--- src/rtl/graphic_mode_packed_if.sv ---
// Bus bundle for the packed-pixel graphics renderer.
//   master : timing source / VRAM port / palette writer (drives timing, data, palette)
//   slave  : the renderer (drives render read address and rgb)
// Signals:
//   en                      mode enable
//   h_counter, v_counter    shared raster position
//   can_color               visible-area qualifier
//   vram_render_read        VRAM byte at current_vram_read_addr, 1 clk latency
//   current_vram_read_addr  render read address
//   fb_base                 framebuffer start, taken at frame wrap
//   pal_we/pal_addr/pal_data palette write port
//   rgb                     {r1,r0,g1,g0,b1,b0}
interface graphic_mode_packed_if #(
   parameter int ADDR_W = 15
);
   logic              en;
   logic [11:0]       h_counter;
   logic [11:0]       v_counter;
   logic              can_color;
   logic [7:0]        vram_render_read;
   logic [ADDR_W-1:0] current_vram_read_addr;
   logic [ADDR_W-1:0] fb_base;
   logic              pal_we;
   logic [3:0]        pal_addr;
   logic [5:0]        pal_data;
   logic [5:0]        rgb;

   modport master (
      output en, h_counter, v_counter, can_color, vram_render_read,
      output fb_base, pal_we, pal_addr, pal_data,
      input  current_vram_read_addr, rgb
   );

   modport slave (
      input  en, h_counter, v_counter, can_color, vram_render_read,
      input  fb_base, pal_we, pal_addr, pal_data,
      output current_vram_read_addr, rgb
   );
endinterface

--- src/rtl/graphic_mode_packed.sv ---
// Packed-pixel graphics renderer.
// Streams an MSB-first bitstream from render VRAM, unpacks BPP-bit pixels
// across byte boundaries, maps 1/2/4-bit indices through a writable 16-entry
// palette (BPP=6 is direct colour), scales by H_SCALE x V_SCALE and places
// the framebuffer at a base address taken at frame wrap.
// Ports:
//   clk  single clock
//   rst  synchronous active-high reset (palette included)
//   bus  graphic_mode_packed_if.slave (timing, VRAM read port, palette port, rgb)
module graphic_mode_packed #(
   parameter int BPP           = 6,
   parameter int H_SCALE       = 4,
   parameter int V_SCALE       = 4,
   parameter int ACTIVE_PIXELS = 200,
   parameter int ADDR_W        = 15,
   parameter int LEAD          = 4,
   parameter int WHOLE_LINE    = 800,
   parameter int WHOLE_FRAME   = 525
) (
   input logic                  clk,
   input logic                  rst,
   graphic_mode_packed_if.slave bus
);

   if (((ACTIVE_PIXELS * BPP) % 8) != 0 ||
       !(BPP == 1 || BPP == 2 || BPP == 4 || BPP == 6) ||
       H_SCALE < 2 || V_SCALE < 1) begin : g_bad_cfg
      $error("graphic_mode_packed: illegal parameter combination");
   end

   localparam int HS_W = $clog2(H_SCALE);
   localparam int VS_W = (V_SCALE > 1) ? $clog2(V_SCALE) : 1;
   localparam logic [HS_W-1:0] H_LAST   = HS_W'(H_SCALE - 1);
   localparam logic [VS_W-1:0] V_LAST   = VS_W'(V_SCALE - 1);
   localparam logic [11:0]     LS_H     = 12'(WHOLE_LINE - LEAD);
   localparam logic [11:0]     WRAP_V   = 12'(WHOLE_FRAME - 1);
   localparam logic [14:0]     PIX_MASK = 15'((1 << BPP) - 1);

   logic [5:0]        rgb_q;
   logic [ADDR_W-1:0] addr_q;
   logic [ADDR_W-1:0] line_start_q;
   logic [6:0]        bits_q;      // leftover bits, valid ones right-aligned
   logic [2:0]        cnt_q;
   logic [HS_W-1:0]   h_small_q;
   logic [VS_W-1:0]   v_small_q;
   logic [5:0]        pal_q [16];

   logic        boundary;
   logic        line_evt;
   logic        need_byte;
   logic [14:0] merged;
   logic [14:0] src;
   logic [3:0]  shift;
   logic [6:0]  next_bits;
   logic [2:0]  next_cnt;
   logic [5:0]  pix;
   logic [5:0]  colour;

   function automatic logic [5:0] pal_reset_val(input logic [3:0] i);
      if (i == 4'd0) return 6'h00;
      if (i == 4'd1) return 6'h3F;
      return {i, i[3:2]};
   endfunction

   assign boundary = bus.can_color && (h_small_q == H_LAST);
   assign line_evt = (bus.h_counter == LS_H);
   assign merged   = {bits_q, bus.vram_render_read};

   // After extracting a pixel, the bits left over are exactly those below the
   // shift point, so the shift amount doubles as the new leftover count.
   always_comb begin
      need_byte = ({1'b0, cnt_q} < 4'(BPP));
      if (need_byte) begin
         shift     = 4'({1'b0, cnt_q} + 4'd8 - 4'(BPP));
         src       = merged;
         next_bits = merged[6:0];
      end else begin
         shift     = 4'({1'b0, cnt_q} - 4'(BPP));
         src       = {8'd0, bits_q};
         next_bits = bits_q;
      end
      next_cnt = 3'(shift);
      pix      = 6'((src >> shift) & PIX_MASK);
      colour   = (BPP == 6) ? pix : pal_q[pix[3:0]];
   end

   // Lookups on the write edge read the old entry.
   always_ff @(posedge clk) begin
      if (rst) begin
         for (int i = 0; i < 16; i++) pal_q[i] <= pal_reset_val(4'(i));
      end else if (bus.pal_we) begin
         pal_q[bus.pal_addr] <= bus.pal_data;
      end
   end

   always_ff @(posedge clk) begin
      if (rst || !bus.en) begin
         rgb_q        <= '0;
         addr_q       <= '0;
         line_start_q <= '0;
         bits_q       <= '0;
         cnt_q        <= '0;
         h_small_q    <= H_LAST;
         v_small_q    <= '0;
      end else begin
         if (!bus.can_color)
            rgb_q <= '0;
         else if (boundary)
            rgb_q <= colour;

         // Line start overrides pixel-boundary updates of address/buffer/phase.
         if (line_evt) begin
            bits_q    <= '0;
            cnt_q     <= '0;
            h_small_q <= H_LAST;
            if (bus.v_counter == WRAP_V) begin
               addr_q       <= bus.fb_base;
               line_start_q <= bus.fb_base;
               v_small_q    <= '0;
            end else if (v_small_q == V_LAST) begin
               v_small_q    <= '0;
               line_start_q <= addr_q;
            end else begin
               v_small_q <= v_small_q + VS_W'(1);
               addr_q    <= line_start_q;
            end
         end else if (bus.can_color) begin
            if (boundary) begin
               h_small_q <= '0;
               bits_q    <= next_bits;
               cnt_q     <= next_cnt;
               if (need_byte) addr_q <= addr_q + ADDR_W'(1);
            end else begin
               h_small_q <= h_small_q + HS_W'(1);
            end
         end
      end
   end

   assign bus.rgb                    = rgb_q;
   assign bus.current_vram_read_addr = addr_q;

endmodule

--- src/flat_wrapper.sv ---
// flat-port wrapper written by rule: the top's interface ports become plain ports
module graphic_mode_packed_flat 
#(
   parameter int BPP           = 6,
   parameter int H_SCALE       = 4,
   parameter int V_SCALE       = 4,
   parameter int ACTIVE_PIXELS = 200,
   parameter int ADDR_W        = 15,
   parameter int LEAD          = 4,
   parameter int WHOLE_LINE    = 800,
   parameter int WHOLE_FRAME   = 525
)
  (clk, rst, bus_en, bus_h_counter, bus_v_counter, bus_can_color, bus_vram_render_read, bus_fb_base, bus_pal_we, bus_pal_addr, bus_pal_data, bus_current_vram_read_addr, bus_rgb);
  graphic_mode_packed_if #(.ADDR_W(ADDR_W)) bus_i ();
  input logic clk;
  input logic rst;
  input wire logic [$bits(bus_i.en)-1:0] bus_en;
  input wire logic [$bits(bus_i.h_counter)-1:0] bus_h_counter;
  input wire logic [$bits(bus_i.v_counter)-1:0] bus_v_counter;
  input wire logic [$bits(bus_i.can_color)-1:0] bus_can_color;
  input wire logic [$bits(bus_i.vram_render_read)-1:0] bus_vram_render_read;
  input wire logic [$bits(bus_i.fb_base)-1:0] bus_fb_base;
  input wire logic [$bits(bus_i.pal_we)-1:0] bus_pal_we;
  input wire logic [$bits(bus_i.pal_addr)-1:0] bus_pal_addr;
  input wire logic [$bits(bus_i.pal_data)-1:0] bus_pal_data;
  output wire logic [$bits(bus_i.current_vram_read_addr)-1:0] bus_current_vram_read_addr;
  output wire logic [$bits(bus_i.rgb)-1:0] bus_rgb;
  assign bus_i.en = bus_en;
  assign bus_i.h_counter = bus_h_counter;
  assign bus_i.v_counter = bus_v_counter;
  assign bus_i.can_color = bus_can_color;
  assign bus_i.vram_render_read = bus_vram_render_read;
  assign bus_i.fb_base = bus_fb_base;
  assign bus_i.pal_we = bus_pal_we;
  assign bus_i.pal_addr = bus_pal_addr;
  assign bus_i.pal_data = bus_pal_data;
  assign bus_current_vram_read_addr = bus_i.current_vram_read_addr;
  assign bus_rgb = bus_i.rgb;
  graphic_mode_packed #(.BPP(BPP), .H_SCALE(H_SCALE), .V_SCALE(V_SCALE), .ACTIVE_PIXELS(ACTIVE_PIXELS), .ADDR_W(ADDR_W), .LEAD(LEAD), .WHOLE_LINE(WHOLE_LINE), .WHOLE_FRAME(WHOLE_FRAME)) u_core (.clk(clk), .rst(rst), .bus(bus_i));
endmodule
--- config.mk ---
export PLATFORM = sky130hd
export DESIGN_NAME = graphic_mode_packed_flat
export DESIGN_NICKNAME = d
export VERILOG_FILES = /design/src/rtl/graphic_mode_packed_if.sv /design/src/rtl/graphic_mode_packed.sv /design/src/flat_wrapper.sv
export SDC_FILE = /design/constraint.sdc
export NUM_CORES = 1
export LEC_CHECK = 0
export CAP_MARGIN = 20
export CELL_PAD_IN_SITES_DETAIL_PLACEMENT = 1
export CELL_PAD_IN_SITES_GLOBAL_PLACEMENT = 1
export CORE_UTILIZATION = 38
export DETAILED_ROUTE_END_ITERATION = 8
export PLACE_DENSITY_LB_ADDON = 0.1
export SYNTH_ARGS = -nofsm -noshare
export SYNTH_HDL_FRONTEND = slang
export SYNTH_SLANG_ARGS = --single-unit
export TNS_END_PERCENT = 50
--- constraint.sdc ---
create_clock -name clk -period 3.45 [get_ports clk]
set_input_delay 0.69 -clock clk [delete_from_list [all_inputs] [get_ports clk]]
set_output_delay 0.69 -clock clk [all_outputs]
set_load 0.05 [all_outputs]
# --- Word level (Yosys, flattened, before mapping) ---
# Cells that the tools add are included.
# Widths: inputs -> output; s select.
word_totals:
  reg_bits: 50
  inputBits: 62
  output_inout_bits: 21
  elab_cells: 42
op_classes:
  addsub: 6
  magnitude_cmp: 1
  eq_ne: 4
  n_shift: 1
  mux: 11
  bitwise: 1
  reduce_logical: 11
op_table:
  columns: ["operator", "n"]
  rows:
  - ["$mux 15", 7]
  - ["$eq 12x10->1 const B", 2]
  - ["$add 15x1->15 const B", 1]
  - ["$shr 15x4->6", 1]
  - ["$mux 2", 3]
  - ["$reduce_and 3->1", 2]
  - ["$reduce_bool 2->1", 3]
  - ["$add 2x1->2 const B", 2]
  - ["$add 3x4->4 const B", 1]
  - ["$eq 2x2->1 const B", 2]
  - ["$mux 4", 1]
  - ["$reduce_or 2->1", 2]
  - ["$sub 3x3->4 const B", 1]
  - ["$sub 4x3->4 const B", 1]
  - ["$lt 3x3->1 const B", 1]
  - ["$reduce_and 2->1", 1]
  - ["$logic_and 1x1->1", 1]
  - ["$logic_not 1->1", 1]
  - ["$logic_or 1x1->1", 1]
  - ["$not 1->1", 1]

# --- Longest topological paths before layout ---
logic_depth:
  ltp_word: 5
  mapped_depth: 7
  mapped_depth_nobuf: 5

# --- Worst setup path after synthesis ---
# OpenSTA, ideal clock, no wires.
synth_timing:
  kind: "in2reg"
  startpoint: "in bus_v_counter[6]"
  endpoint: "reg u_core.addr_q[12], in the netlist u_core.bus.current_vram_read_addr[12]"
  setup_time_ns: 0.127
  arrival_time_ns: 1.666
  t_required_ns: 3.323
  slack_ns: 1.657
  path_stages: 6
  cell_sequence: "nor4b_1 -> nand3_1 -> buf_2 -> buf_6 -> mux2i_1 -> o22ai_1"
synth_between:
  elab_chain_len: 3
synth_rtl:
  columns: ["item", "line_no", "rtl"]
  rows:
  - ["from (decl)", "flat_wrapper.sv:19", "input wire logic [$bits(bus_i.v_counter)-1:0] bus_v_counter;"]
  - ["$eq 12x10->1", "graphic_mode_packed.sv:116", "if (bus.v_counter == WRAP_V) begin"]
  - ["$mux 15", null, null]
  - ["$mux 15", "graphic_mode_packed.sv:112", "if (line_evt) begin"]
  - ["to (signal assigned)", "graphic_mode_packed.sv:117", "addr_q <= bus.fb_base;"]
  - ["to (signal assigned)", "graphic_mode_packed.sv:125", "addr_q <= line_start_q;"]
  - ["to (signal assigned)", "graphic_mode_packed.sv:132", "if (need_byte) addr_q <= addr_q + ADDR_W'(1);"]
  - ["to (decl)", "graphic_mode_packed.sv:40", "logic [ADDR_W-1:0] addr_q;"]
# Every way passes these cells.
# A chain may end at the register's enable or synchronous reset.

# --- Final worst setup path ---
layout_timing:
  startpoint: "reg u_core.addr_q[3], in the netlist u_core.bus.current_vram_read_addr[3]"
  endpoint: "out bus_current_vram_read_addr[3]"
layout_lines:
  columns: ["item", "line_no", "rtl"]
  rows:
  - ["to (decl)", "flat_wrapper.sv:26", "output wire logic [$bits(bus_i.current_vram_read_addr)-1:0] bus_current_vram_read_addr;"]
# No word-level cell between the ends.

==> results.toml <==
[logic_synthesis]
synth-edff-count = 0
yosys_warnings = 0
synth.avg_cell_area_um2 = 10.4
synth_flop_cell = "dfxtp_1"
synthCells = 261
synth_area_um2 = 2710
synth_nets = 327
ys_seq_area_frac = 0.361
synthArstFlopShare = 0
ys_types = 45
ys_seq_elements = 49

[placement]
routabilityCongestion = 0.702
postPlaceCellArea_um2 = 3480
pre_cts_slack_ns = 0.808
dp_hpwl_mm = 5.15
io_buffers = 71
place_inst = 417

[global_routing]
grt_pass1_wl_mm = 11.7
antenna_found_initial = 0
grt_max_degree = 27
grt_pass1_vias = 2384
grt.overflow.total = 0
grt_usage = 0.199

[route]
via_count = 2245
wl_mm = 6.97
drc = 0
drt_iter0_drc = 55
via_per_inst = 5.28
ant_nets = 0
post_drt_wl_per_cell_um = 16.4
drt_pass1_iterations = 4

[finish]
area_growth_pct = 31.9
final_layout_size_suffix_gt1_frac = 0.161
finalNetCount = 394
antenna_cells = 0
final_cell_mix = "71 x clkdlybuf4s50_1, 49 x dfxtp_1, 29 x mux2i_1"
final_common_cell = "clkdlybuf4s50_1"
layout.cells.non_filler = 425
final_area_um2 = 3580

[clock_network]
htree_num_levels = 2
post_cts_buffers = 0
numClockSinks = 49
clk_path_buf_depth = 2
cts-root-buf = "clkbuf_8"
cts_tree = "yes"
ctsResizeCount = 0
numCtsBuffers = 5
clkTransAtPathRegs_ns = 0.09
clk_latency_ns = 0.30
cts_hold_buf = 0

[pwr]
p_leak_uw = 0.00132
intPower_uw = 844
switching_share = 0.238
ir_worst_vdd_mv = 0.190
net-switching-power_uw = 263
comb_power_share = 0.138
power_frac_clock = 0.336
seqPwrFrac = 0.525
power_density_nw_per_um2 = 309

[floorplanning]
die_y_um = 86.5
num_rows = 30
dieArea_um2 = 7480
initial_core_util = 0.397
core_area_um2 = 6830
io_pins = 83
fp.dieW_um = 86.5

[sta]
fin_crit_sh = 0.695
setup_ws_ns = 1.05
final-hold-violation-count = 0
skew_ns = 0.00679
setup_viol = 0
max_slew_margin = 0.469
report.final.slew_viol_count = 0
rsz0062_at_grt = "no"
tns_ns = 0
layout_min_cycle_time_ns = 2.40
fmax_mhz = 417
tightestPinTransition_ns = 0.796
hold_ws_ns = 0.467

[hold_path]
min_path_cells = 1
hold_class = "reg -> reg"

[setup_path]
cpPeakStageDelay_ns = 0.88
cp.depth = 1
path_class = "reg -> out"
critPathRequiredTime_ns = 2.76
critical_path_arrival_ns = 1.71
cp_top_family = "buffers and inverters"
reg2reg_depth = 5
critPathCaptureType = "output port"
cp_cell_sequence = "clkdlybuf4s50_1"
rrSetupSlack_ns = 1.09
startpoint_type = "flop"
path_max_fanout = 8
critical_path_buf_inv_count = 1
slowest_stage = "clkdlybuf4s50_1"

[job]
maxCapViolations = 0

[status]
outcome = "completed"
[cell families (layout without fill, tap and decap cells)]
group	Yosys count	count (layout)	share of synthesized area
fa+ha+maj	4	4	0.0184
mux	51	51	0.216
xor+xnor	13	13	0.0420
compound gates	48	48	0.134
simple gates	76	76	0.184
buf+inv	20	88	0.0438
flops	49	49	0.361
[synthesized netlist by cell type (all sizes together), types with 2 or more instances]
| master | n | area share |
|---|---|---|
| mux2i | 29 | 0.11 |
| nand2b | 5 | 0.012 |
| mux4 | 4 | 0.035 |
| xor2 | 2 | 0.0065 |
| nor4b | 4 | 0.013 |
| a21oi | 8 | 0.015 |
| dfxtp | 49 | 0.36 |
| nand3 | 6 | 0.011 |
| xnor2 | 11 | 0.035 |
| mux2 | 18 | 0.075 |
| nor3 | 9 | 0.022 |
| ha | 4 | 0.018 |
| nand2 | 10 | 0.015 |
| nor4bb | 2 | 0.0074 |
| a211oi | 2 | 0.0055 |
| o22ai | 11 | 0.032 |
| nor3b | 2 | 0.0055 |
| o2bb2ai | 15 | 0.048 |
| nor4 | 7 | 0.032 |
| nor2 | 20 | 0.029 |
| o21ai | 5 | 0.0092 |
| buf | 16 | 0.038 |
| nand4 | 5 | 0.017 |
| inv | 4 | 0.0055 |
| a221oi | 2 | 0.0088 |
[per-stage QoR]
step	power (uW)	utilization
6_report	1110	0.524
5_1_grt	1160	0.524
4_1_cts	1120	0.524
3_5_place_dp	750	0.509
3_3_place_gp	747	0.509
2_1_floorplan	667	-
[final timing paths]
path                                                      from                                  end
min                        u_core.line_start_q[1]$_SDFFE_PP0N_  u_core.line_start_q[1]$_SDFFE_PP0N_
max reg2reg                       u_core.cnt_q[1]$_SDFFE_PP0P_       u_core.bus.rgb[3]$_SDFFE_PP0P_
min reg2reg                u_core.line_start_q[1]$_SDFFE_PP0N_  u_core.line_start_q[1]$_SDFFE_PP0N_
max          u_core.bus.current_vram_read_addr[3]$_SDFFE_PP0P_        bus_current_vram_read_addr[3]
[layout make-up]
type | count | area [um2]
clock buffers | 7 | 96.3
inverters | 4 | 15.0
repair buffers | 76 | 748
flip-flops and latches | 49 | 981
multi-input cells | 192 | 1610
clock inverters | 1 | 5.00
fillers | 787 | 3250
well taps | 96 | 120
[power groups by stage]
stage / combinational [uW] / sequential [uW] / clock, uW
global route: 167 / 583 / 407
detailed placement: 155 / 595 / 0
CTS: 156 / 582 / 382
floorplan: 65.9 / 601 / 0
finish: 153 / 582 / 372
global placement: 152 / 595 / 0
[registers in the layout (all words and copies together) (netlist names)]
| signal | cells |
|---|---|
| u_core.bits_q | 7 |
| u_core.v_small_q | 2 |
| u_core.cnt_q | 2 |
| u_core.bus.rgb | 6 |
| u_core.bus.current_vram_read_addr | 15 |
| u_core.line_start_q | 15 |
| u_core.h_small_q | 2 |
[per-layer routing]
layer  track usage  part of all wire  vias to the layer above
li1              -                 -                     1110
met1         0.228              0.43                     1097
met2         0.385              0.54                       31
met3        0.0295             0.022                        7
met4        0.0515             0.012                        0
met5             0                 0                        -
Note: power is estimated with default switching activity, not from simulation.
